### config.mk
export PLATFORM = sky130hd
export DESIGN_NAME = status_reg_stack
export DESIGN_NICKNAME = d
export VERILOG_FILES = /design/src/rtl/status_reg_stack.sv
export SDC_FILE = /design/constraint.sdc
export NUM_CORES = 1
export LEC_CHECK = 0
export CAP_MARGIN = 0
export CORE_MARGIN = 10
export CORE_UTILIZATION = 56
export DETAILED_ROUTE_END_ITERATION = 16
export DONT_BUFFER_PORTS = 1
export PLACE_DENSITY_LB_ADDON = 0.08
export REMOVE_ABC_BUFFERS = 1
export SLEW_MARGIN = 25
export SYNTH_ARGS = -nofsm -noshare
export SYNTH_HDL_FRONTEND = slang
export SYNTH_SLANG_ARGS = --single-unit
### constraint.sdc
create_clock -name clk -period 3.7 [get_ports clk]
set_input_delay 0.37 -clock clk [delete_from_list [all_inputs] [get_ports clk]]
set_output_delay 0.37 -clock clk [all_outputs]
set_load 0.1 [all_outputs]
### src/rtl/status_reg_stack.sv
// status_reg_stack: CPU status register with emulation/native mode handling
// and a shadow stack that saves/restores the whole status state on interrupt
// entry and return. WIDTH >= 6 and DEPTH >= 1 are expected. C_BIT, X_BIT and
// M_BIT must be distinct bit positions.
module status_reg_stack #(
    parameter int WIDTH = 8,
    parameter int DEPTH = 4,
    parameter int C_BIT = 0,
    parameter int X_BIT = 4,
    parameter int M_BIT = 5
) (
    input  logic                         clk,
    input  logic                         reset,
    input  logic                         cpu_en,
    output logic [WIDTH-1:0]             p,
    output logic                         e,
    output logic                         m,
    output logic                         x,
    input  logic [WIDTH-1:0]             wdata,
    input  logic [WIDTH-1:0]             write,
    input  logic                         xce,
    input  logic                         push,
    input  logic                         pop,
    input  logic [WIDTH-1:0]             int_set,
    input  logic [WIDTH-1:0]             int_clr,
    output logic [$clog2(DEPTH+1)-1:0]   level,
    output logic                         full,
    output logic                         empty,
    output logic                         ovf,
    output logic                         udf,
    input  logic                         err_clr
);

    localparam int LW = $clog2(DEPTH + 1);
    localparam int IW = (DEPTH > 1) ? $clog2(DEPTH) : 1;
    localparam logic [LW-1:0] DEPTH_L = LW'(DEPTH);

    // Plain flags live in a full-width vector; the M and X positions are kept
    // at zero because their values come from m/x/b depending on mode.
    localparam logic [WIDTH-1:0] M_ONEHOT   = WIDTH'(1) << M_BIT;
    localparam logic [WIDTH-1:0] X_ONEHOT   = WIDTH'(1) << X_BIT;
    localparam logic [WIDTH-1:0] PLAIN_MASK = ~(M_ONEHOT | X_ONEHOT);

    typedef struct packed {
        logic             e;
        logic [WIDTH-1:0] f;
        logic             m;
        logic             x;
        logic             b;
    } state_t;

    localparam state_t RESET_STATE = '{e: 1'b1, f: '0, m: 1'b1, x: 1'b1, b: 1'b0};

    state_t          cur;
    state_t          nxt;
    state_t          stack [DEPTH];
    logic [LW-1:0]   level_r;
    logic [LW-1:0]   level_n;
    logic [LW-1:0]   level_dec;
    logic            ovf_r;
    logic            ovf_n;
    logic            udf_r;
    logic            udf_n;
    logic            stack_we;

    assign level_dec = level_r - LW'(1);

    // Next-state selection: one action per enabled cycle, xce > pop > push > write.
    always_comb begin
        // NOTE: every variable gets a default first so no path leaves it unassigned (no latches).
        nxt      = cur;
        level_n  = level_r;
        ovf_n    = ovf_r;
        udf_n    = udf_r;
        stack_we = 1'b0;

        if (cpu_en) begin
            // Clear first so an error raised in the same cycle overrides it.
            if (err_clr) begin
                ovf_n = 1'b0;
                udf_n = 1'b0;
            end

            if (xce) begin
                nxt.f[C_BIT] = cur.e;
                nxt.e        = cur.f[C_BIT];
                if (cur.f[C_BIT]) begin
                    nxt.m = 1'b1;
                    nxt.x = 1'b1;
                end
            end else if (pop) begin
                if (level_r != '0) begin
                    nxt     = stack[level_dec[IW-1:0]];
                    level_n = level_dec;
                end else begin
                    udf_n = 1'b1;
                end
            end else if (push) begin
                if (level_r != DEPTH_L) begin
                    stack_we = 1'b1;
                    level_n  = level_r + LW'(1);
                end else begin
                    ovf_n = 1'b1;
                end
                // Interrupt flag forcing applies even when the stack is full.
                nxt.f = ((cur.f | int_set) & ~int_clr) & PLAIN_MASK;
                if (cur.e) begin
                    nxt.b = (cur.b | int_set[X_BIT]) & ~int_clr[X_BIT];
                end else begin
                    nxt.m = (cur.m | int_set[M_BIT]) & ~int_clr[M_BIT];
                    nxt.x = (cur.x | int_set[X_BIT]) & ~int_clr[X_BIT];
                end
            end else begin
                nxt.f = ((cur.f & ~write) | (wdata & write)) & PLAIN_MASK;
                if (cur.e) begin
                    if (write[X_BIT]) nxt.b = wdata[X_BIT];
                end else begin
                    if (write[M_BIT]) nxt.m = wdata[M_BIT];
                    if (write[X_BIT]) nxt.x = wdata[X_BIT];
                end
            end
        end
    end

    // Status, stack pointer and sticky error registers; reset dominates cpu_en.
    always_ff @(posedge clk) begin
        // NOTE: sequential state uses non-blocking assignments so all registers update together.
        if (reset) begin
            cur     <= RESET_STATE;
            level_r <= '0;
            ovf_r   <= 1'b0;
            udf_r   <= 1'b0;
        end else begin
            cur     <= nxt;
            level_r <= level_n;
            ovf_r   <= ovf_n;
            udf_r   <= udf_n;
        end
    end

    // Shadow stack storage: holds the pre-update state at the current level on push.
    always_ff @(posedge clk) begin
        // NOTE: the memory is not reset; clearing level already makes every entry unreachable.
        if (!reset && stack_we) begin
            stack[level_r[IW-1:0]] <= cur;
        end
    end

    // Visible status word: M and X positions depend on the current mode.
    always_comb begin
        p        = cur.f;
        p[M_BIT] = cur.e ? 1'b1  : cur.m;
        p[X_BIT] = cur.e ? cur.b : cur.x;
    end

    assign e     = cur.e;
    assign m     = cur.m;
    assign x     = cur.x;
    assign level = level_r;
    assign full  = (level_r == DEPTH_L);
    assign empty = (level_r == '0);
    assign ovf   = ovf_r;
    assign udf   = udf_r;

endmodule

=== Word level (Yosys, flattened, before mapping) ===
Memory sizes are Yosys's and may differ from the RTL's.
Cells that the tools add are included.

* Add/sub/neg operators: 2
* Multipliers: 0
* Divide/modulo/power cells: 0
* Order comparisons: 0
* Equal/unequal tests: 6
* Shift operators: 0
* Multiplexer cells: 35
* Bitwise logic cells: 16
* Reductions and logical operators: 19

{| class="wikitable"
|+ Operators with widths
! kind !! count
|-
| bitwise AND 8 bit || 3
|-
| two-way mux 1 bit || 24
|-
| two-way mux 11 bit || 2
|-
| AND reduction 5 bit || 4
|-
| inverter 8 bit || 2
|-
| bitwise OR 8 bit || 2
|-
| two-way mux 3 bit || 5
|-
| two-way mux 12 bit || 1
|-
| nonzero test 2 bit || 5
|-
| nonzero test 4 bit || 2
|-
| two-way mux 2 bit || 3
|-
| inequality test 3 bit (second input constant) || 2
|-
| AND reduction 3 bit || 2
|-
| nonzero test 3 bit || 2
|-
| inequality test 2 x 1 -> 1 bit (second input constant) || 2
|-
| adder 3 x 1 -> 3 bit (second input constant) || 1
|-
| bitwise AND 1 bit || 3
|-
| equality test 3 bit (second input constant) || 1
|-
| zero test 3 bit || 1
|-
| inequality test 3 x 2 -> 1 bit (second input constant) || 1
|-
| inverter 1 bit || 3
|-
| bitwise OR 1 bit || 3
|-
| subtractor 3 x 1 -> 3 bit (second input constant) || 1
|-
| AND reduction 2 bit || 1
|-
| 2 further kinds || 2
|}

* Register bits: 17
* Latch bits: 0
* Bits in writable memories: 48
* ROM bits: 0
* Bits of input ports: 39
* Output and inout bits: 18
* Logic and storage cells: 88
* Memories: 1

{| class="wikitable"
|+ Memories
! name !! words !! width !! read ports !! clocked after memory_dff !! wr ports !! RTL line !! RTL
|-
| stack || 4 || 12 || 1 || 0 || 1 || 56 || <nowiki>state_t stack [DEPTH];</nowiki>
|}

=== Logic depth before layout (Yosys ltp) ===
Gate-level depths: netlist of the first run.

* Word-level depth: 9
* Depth in mapped cells: 9
* Mapped depth without buffers: 6

=== Worst setup path before layout of the first run ===
OpenSTA, ideal clock, no wires.

* Kind: register -> register
* Start: reg level_r[0], in the netlist level[0]
* End: reg with a tool-made name
* Data arrival time: 3573 ps
* Data required time: 3566 ps
* Setup slack: -6 ps
* Cell stages (with the launch flop): 10
* Period minus slack after synthesis: 3706 ps
* Cells stage by stage: dfxtp_1 buf_6 buf_6 inv_1 ha_1 nor2b_1 a21oi_1 buf_2 a21oi_1 a211oi_1

{| class="wikitable"
|+ RTL lines
! what !! RTL line !! RTL
|-
| start: declaration || 57 || <nowiki>logic [LW-1:0] level_r;</nowiki>
|-
| start signal: assignment || 135 || <nowiki>level_r <= level_n;</nowiki>
|}

==> results by group, run 1 <==
Power and ir drop
  – Register share of total power: 52.5%
  – Sw power: 391 uW
  – Clock power share: 30.0%
  – Pleak: 0.000953 uW
  – Pwr/cell area: 479 mW/mm^2
  – Internal Power: 950 uW
  – Net Sw Frac: 29.2%
  – Combinational fraction of design power: 17.5%
  – VDD IR-drop max: 0.000307 V

Timing
  – Final critical-path share of the clock period: 77.3%
  – Fin crit period: 2.86 ns
  – Max Slew Vio Count: 0
  – Final setup viols: 0
  – Fmax: 349 MHz
  – Setup TNS Final: 0 ns
  – Final worst slack: 0.839 ns
  – RSZ-0062 raised after global routing: no
  – Clock skew: 0.00453 ns
  – Slew @ Worst Pin: 1.03 ns
  – Fin. Hold Viols: 0
  – Slew HR: 31.3%

Synth
  – Ys flop type: edfxtp_1
  – Top post-synthesis cells by area: edfxtp_1 46%, dfxtp_1 11%, mux4_2 6.0%, nor2_1 3.1%, a21oi_1 2.5%
  – Synth top area share: 45.7%
  – Post-synth cell types: 46
  – Post-synthesis register bit count: 55
  – Post-synth top area cell: edfxtp_1
  – Synthesized instance count: 213
  – EDFF count, synth: 40
  – Avg Cell Area, Syn: 12.3 sq um
  – Sequential-to-total area share from yosys stat: 57.1%
  – Synth warnings: 0
  – Asr flop ratio synth: 0%
  – Synth Cell Area: 0.00263 sq mm

Critical path
  – Reg2reg path depth: 8
  – Crit path launch type: flop
  – CP Max Fanout: 12
  – Worst setup EP type: flop
  – Worst EP arrival: 3.08 ns
  – Reg2reg start: level[1]
  – WP data required: 3.92 ns
  – Register-to-register setup slack: 0.84 ns
  – Worst Setup Path Type: reg2reg

Layout
  – Most frequent cells in the layout: 40 x edfxtp_1, 22 x nor2_1, 13 x a21oi_1
  – Layout cells sized above 1: 16.3%
  – Final std cells w/o fill: 268
  – Final nets: 258
  – P&R area growth vs syn: 6.37%
  – Layout Cell Area excl Fill: 0.00280 sq mm
  – Most common cell after layout, fill and taps aside: edfxtp_1
  – Fill cell count: 361

Die
  – Die X: 88.5 um
  – Die area: 0.00784 sq mm
  – Starting density of the core: 59.2%
  – Die Height: 88.5 um
  – Core area: 0.00444 sq mm
  – Row cnt: 24
  – Io pins: 57

Detailed routing
  – DRT Wirelength: 6.23 mm
  – First-pass DRT Iterations: 4
  – Via/cell ratio: 6.46
  – Total number of vias: 1732
  – Wire length per cell: 23.3 um
  – DRC marker count from the first detailed-route iteration: 133
  – Post-route ant nets: 0
  – Drt drc: 0

Placed design
  – Port buffer count: 0
  – Post-detail-place hpwl: 4.23 mm
  – RePlAce Congestion: 0.765
  – Placed cell areas: 0.00268 sq mm
  – Setup WS pre-CTS: 0.873 ns
  – Placed Instances: 259

Clock network
  – Setup Fix Bufs, Post-CTS: 0
  – CTS max path bufs: 2
  – CTS tree: yes
  – Clock transition at path regs: 0.10 ns
  – Clock Sinks: 55
  – H-tree Lvls: 2
  – Root buf cell: clkbuf_8
  – Post-CTS Resized: 0
  – CTS buffer count: 5
  – Clock Latency Late Sink: 0.30 ns
  – Post-cts hold buffer count: 0

GRT
  – Remaining Overflow, GRT: 0
  – Via count of the first global-routing pass: 1816
  – Largest net degree at the start of global routing: 31
  – Initial antenna violation count: 1
  – GR Util All Layers: 16.3%
  – First-pass GRT wire length: 9.65 mm

Hold path
  – Hold Crit Depth: 1
  – Hold path start: reset
  – Worst Hold Class: in2reg

Job
  – Max Cap Viol: 0

Outcome
  – Status: finished clean
-- kinds of logic (layout without fill, tap and decap cells) --
group,after synthesis,after routing,share of synthesized area (%)
adder cells (fa/ha/maj),5,5,2.38
multiplexers,14,14,9.32
XOR/XNOR,2,2,0.666
buffers and inverters,24,26,5.14
AND/OR/NAND/NOR,63,63,12.9
other,0,1,0
AO/OA/AOI/OAI,50,50,12.5
flip-flops,55,55,57.1
-- metal layers --
metal,GRT usage (%),wire [um]
met1,19.3,2600
met2,27.1,3160
met3,5.24,401
met4,5.73,74
met5,0,0
-- synth_stat cells (3+ instances only) --
cell type / count
a311oi_1: 3
mux4_2: 7
a211oi_1: 6
buf_2: 6
or4_1: 3
buf_4: 6
inv_1: 6
and2_1: 6
or3_1: 7
nand2b_1: 5
nor2_1: 22
ha_1: 5
a21oi_1: 13
clkbuf_1: 4
nand2_1: 5
edfxtp_1: 40
nor3b_1: 3
o21ai_0: 10
dfxtp_1: 15
a22oi_1: 4
mux2i_1: 5
-- through the flow --
stage	power [uW]	hold slack (ns)	util, %
2_1_floorplan	905	0.439	-
3_3_place_gp	946	0.443	60.2
3_5_place_dp	952	0.446	60.2
4_1_cts	1350	0.113	62.8
5_1_grt	1390	0.0989	63.0
6_report	1340	0.119	63.0
-- area by class of cell --
class,count,area (sq um),area share [%]
inverters,6,22.5,0.805
multi-input cells,134,996,35.6
clock inverters,3,47.5,1.70
diodes,1,2.50,0.0894
flip-flops and latches,55,1510,53.8
clock buffers,5,68.8,2.46
well taps,52,65.1,2.33
repair buffers,12,90.1,3.22
-- how the worst max path moves through the flow --
stage               startpoint   end  slack [ns]  depth (start not counted)
floorplan             level[0]  flop       -0.21                          6
global placement      level[1]  flop        1.03                          8
detailed placement    level[1]  flop        0.87                          8
CTS                   level[1]  flop        0.85                          8
global route          level[1]  flop        0.67                          8
finish                level[1]  flop        0.84                          8
-- power groups by stage --
stage	Combinational, uW	Clock [uW]	Sequential, uW
6_report	235	402	704
5_1_grt	251	431	706
4_1_cts	235	410	704
3_5_place_dp	234	0	718
3_3_place_gp	229	0	717
2_1_floorplan	120	0	785
-- worst max-delay path, cell delays in order (launching register included) --
cell and delay [ns]:
dfxtp_1 0.32, buf_4 0.30, inv_1 0.17, ha_1 0.27, nor2b_2 0.17, buf_4 0.26, a21oi_1 0.82, a21oi_1 0.16
a311oi_1 0.30
Note: power is estimated with default switching activity, not from simulation.
==> run 2, diff against run 1 <==
- clock period: 3.7 -> 2.6 ns (I/O delays scaled with it)
==> results by group, run 2 (same netlist as run 1, synthesis figures left out) <==
Layout
  – Most frequent cells in the layout: 40 x edfxtp_1, 22 x nor2_1, 17 x buf_4
  – Fill cell count: 345
  – # diodes: 0
  – Final Core Density: 63.4%
  – Layout Cell Area excl Fill: 0.00282 sq mm
  – Final nets: 265
  – Most common cell after layout, fill and taps aside: edfxtp_1
  – P&R area growth vs syn: 7.14%
  – Layout cells sized above 1: 16.2%

Clock network
  – H-tree Lvls: 2
  – Setup Fix Bufs, Post-CTS: 0
  – CTS tree: yes
  – Post-CTS Resized: 0
  – CTS buffer count: 5
  – Clock transition at path regs: 0.09 ns
  – Post-cts hold buffer count: 0
  – Clock Latency Late Sink: 0.31 ns
  – Root buf cell: clkbuf_8
  – CTS max path bufs: 2
  – Clock Sinks: 55

Die
  – Io pins: 57
  – Row cnt: 24
  – Die X: 88.5 um
  – Core area: 0.00444 sq mm
  – Die area: 0.00784 sq mm
  – Starting density of the core: 59.2%
  – Die Height: 88.5 um

Timing
  – Fin. Hold Viols: 0
  – Max Slew Vio Count: 0
  – Fmax: 453 MHz
  – Final setup viols: 0
  – Slew @ Worst Pin: 0.979 ns
  – Clock skew: 0.0104 ns
  – Fin crit period: 2.21 ns
  – Setup TNS Final: 0 ns
  – Final critical-path share of the clock period: 84.9%
  – RSZ-0062 raised after global routing: no
  – Slew HR: 34.7%

Critical path
  – Critical-path cell list: inv_1, ha_1, and2_1, nor4_1, and2_1
  – Crit path launch type: flop
  – CP most frequent cell: and2_1
  – Register-to-register setup slack: 0.39 ns
  – Worst setup EP type: flop
  – Worst EP arrival: 2.16 ns
  – Crit path max-delay family: simple AND/OR/NAND/NOR gates
  – Worst Setup Path Type: reg2reg
  – WP data required: 2.55 ns
  – Worst Path Buf+Inv: 1
  – Max incr delay on CP: 0.53 ns
  – CP Max Fanout: 10
  – CP max stage cell: and2_1

Placed design
  – Post-detail-place hpwl: 4.58 mm
  – Placed cell areas: 0.00271 sq mm
  – RePlAce Congestion: 0.806
  – Port buffer count: 0

Job
  – Max Cap Viol: 0

Detailed routing
  – Via/cell ratio: 6.42
  – Routed wl met2: 3.37 mm
  – Max layer used: met4
  – First-pass DRT Iterations: 4
  – Post-route ant nets: 0
  – Wire length per cell: 23.5 um
  – Drt drc: 0
  – DRT Wirelength: 6.43 mm
  – DRC marker count from the first detailed-route iteration: 156
  – Met3 WL: 496 um
  – Post-Route M1 WL: 2.52 mm
  – Total number of vias: 1760

Power and ir drop
  – Total power: 1810 uW
  – Pleak: 0.000968 uW
  – Pwr/cell area: 641 mW/mm^2
  – VDD IR-drop max: 0.000480 V

GRT
  – First-pass GRT wire length: 9.67 mm
  – GR Util All Layers: 16.5%
  – Initial antenna violation count: 0
  – Remaining Overflow, GRT: 0
  – Via count of the first global-routing pass: 1725
  – Largest net degree at the start of global routing: 31

Outcome
  – Status: finished clean

Hold path
  – Worst Hold Class: in2reg
-- run 2: cell types whose count changed in the layout (fill, tap and decap cells not counted) --
cell,change
bufinv_16,-1
clkinvlp_4,+1
inv_6,-1
dfxtp_2,-2
dlygate4sd3_1,+2
buf_4,+5
diode_2,-1
clkinv_4,-1
dfxtp_1,+2
clkinv_1,+2
-- run 2: per-layer routing --
metal  up-vias  global-route usage (%)
met1       875                    20.1
li1        819                       -
met5         -                       0
met2        62                    27.8
met3         4                    5.15
met4         0                    4.11
-- run 2: final cells by class --
type | count | area [sq um] | share of cell area [%]
Multi-Input combinational cell | 134 | 996 | 35.3
Clock inverter | 3 | 15.0 | 0.533
Clock buffer | 5 | 68.8 | 2.44
Sequential cell | 55 | 1500 | 53.3
Timing Repair Buffer | 19 | 148 | 5.24
Inverter | 6 | 22.5 | 0.799
Tap cell | 52 | 65.1 | 2.31
-- run 2: stage by stage --
stage / cells / worst slack [ns] / hold slack (ns)
finish: 274 / 0.392 / 0.0237
global route: 274 / 0.166 / -0.00000430
CTS: 272 / 0.363 / 0.00211
detailed placement: 264 / 0.375 / 0.333
global placement: 264 / 0.520 / 0.331
floorplan: 195 / -1.31 / 0.329
-- run 2: path summary, 6_finish.rpt --
kind | from | end | depth (start not counted)
max reg2reg | level[0] | stack[3][1] | 5
max | level[0] | stack[3][1] | 5
min reg2reg | flop | stack[1][3] | 0
min | reset | cur[0] | 1
-- run 2: power breakdown --
| group | leakage [uW] | switching, uW | internal (uW) |
|---|---|---|---|
| combinational | 0.000436 | 255 | 104 |
| sequential | 0.000492 | 26.8 | 962 |
| clock | 0.0000392 | 273 | 184 |
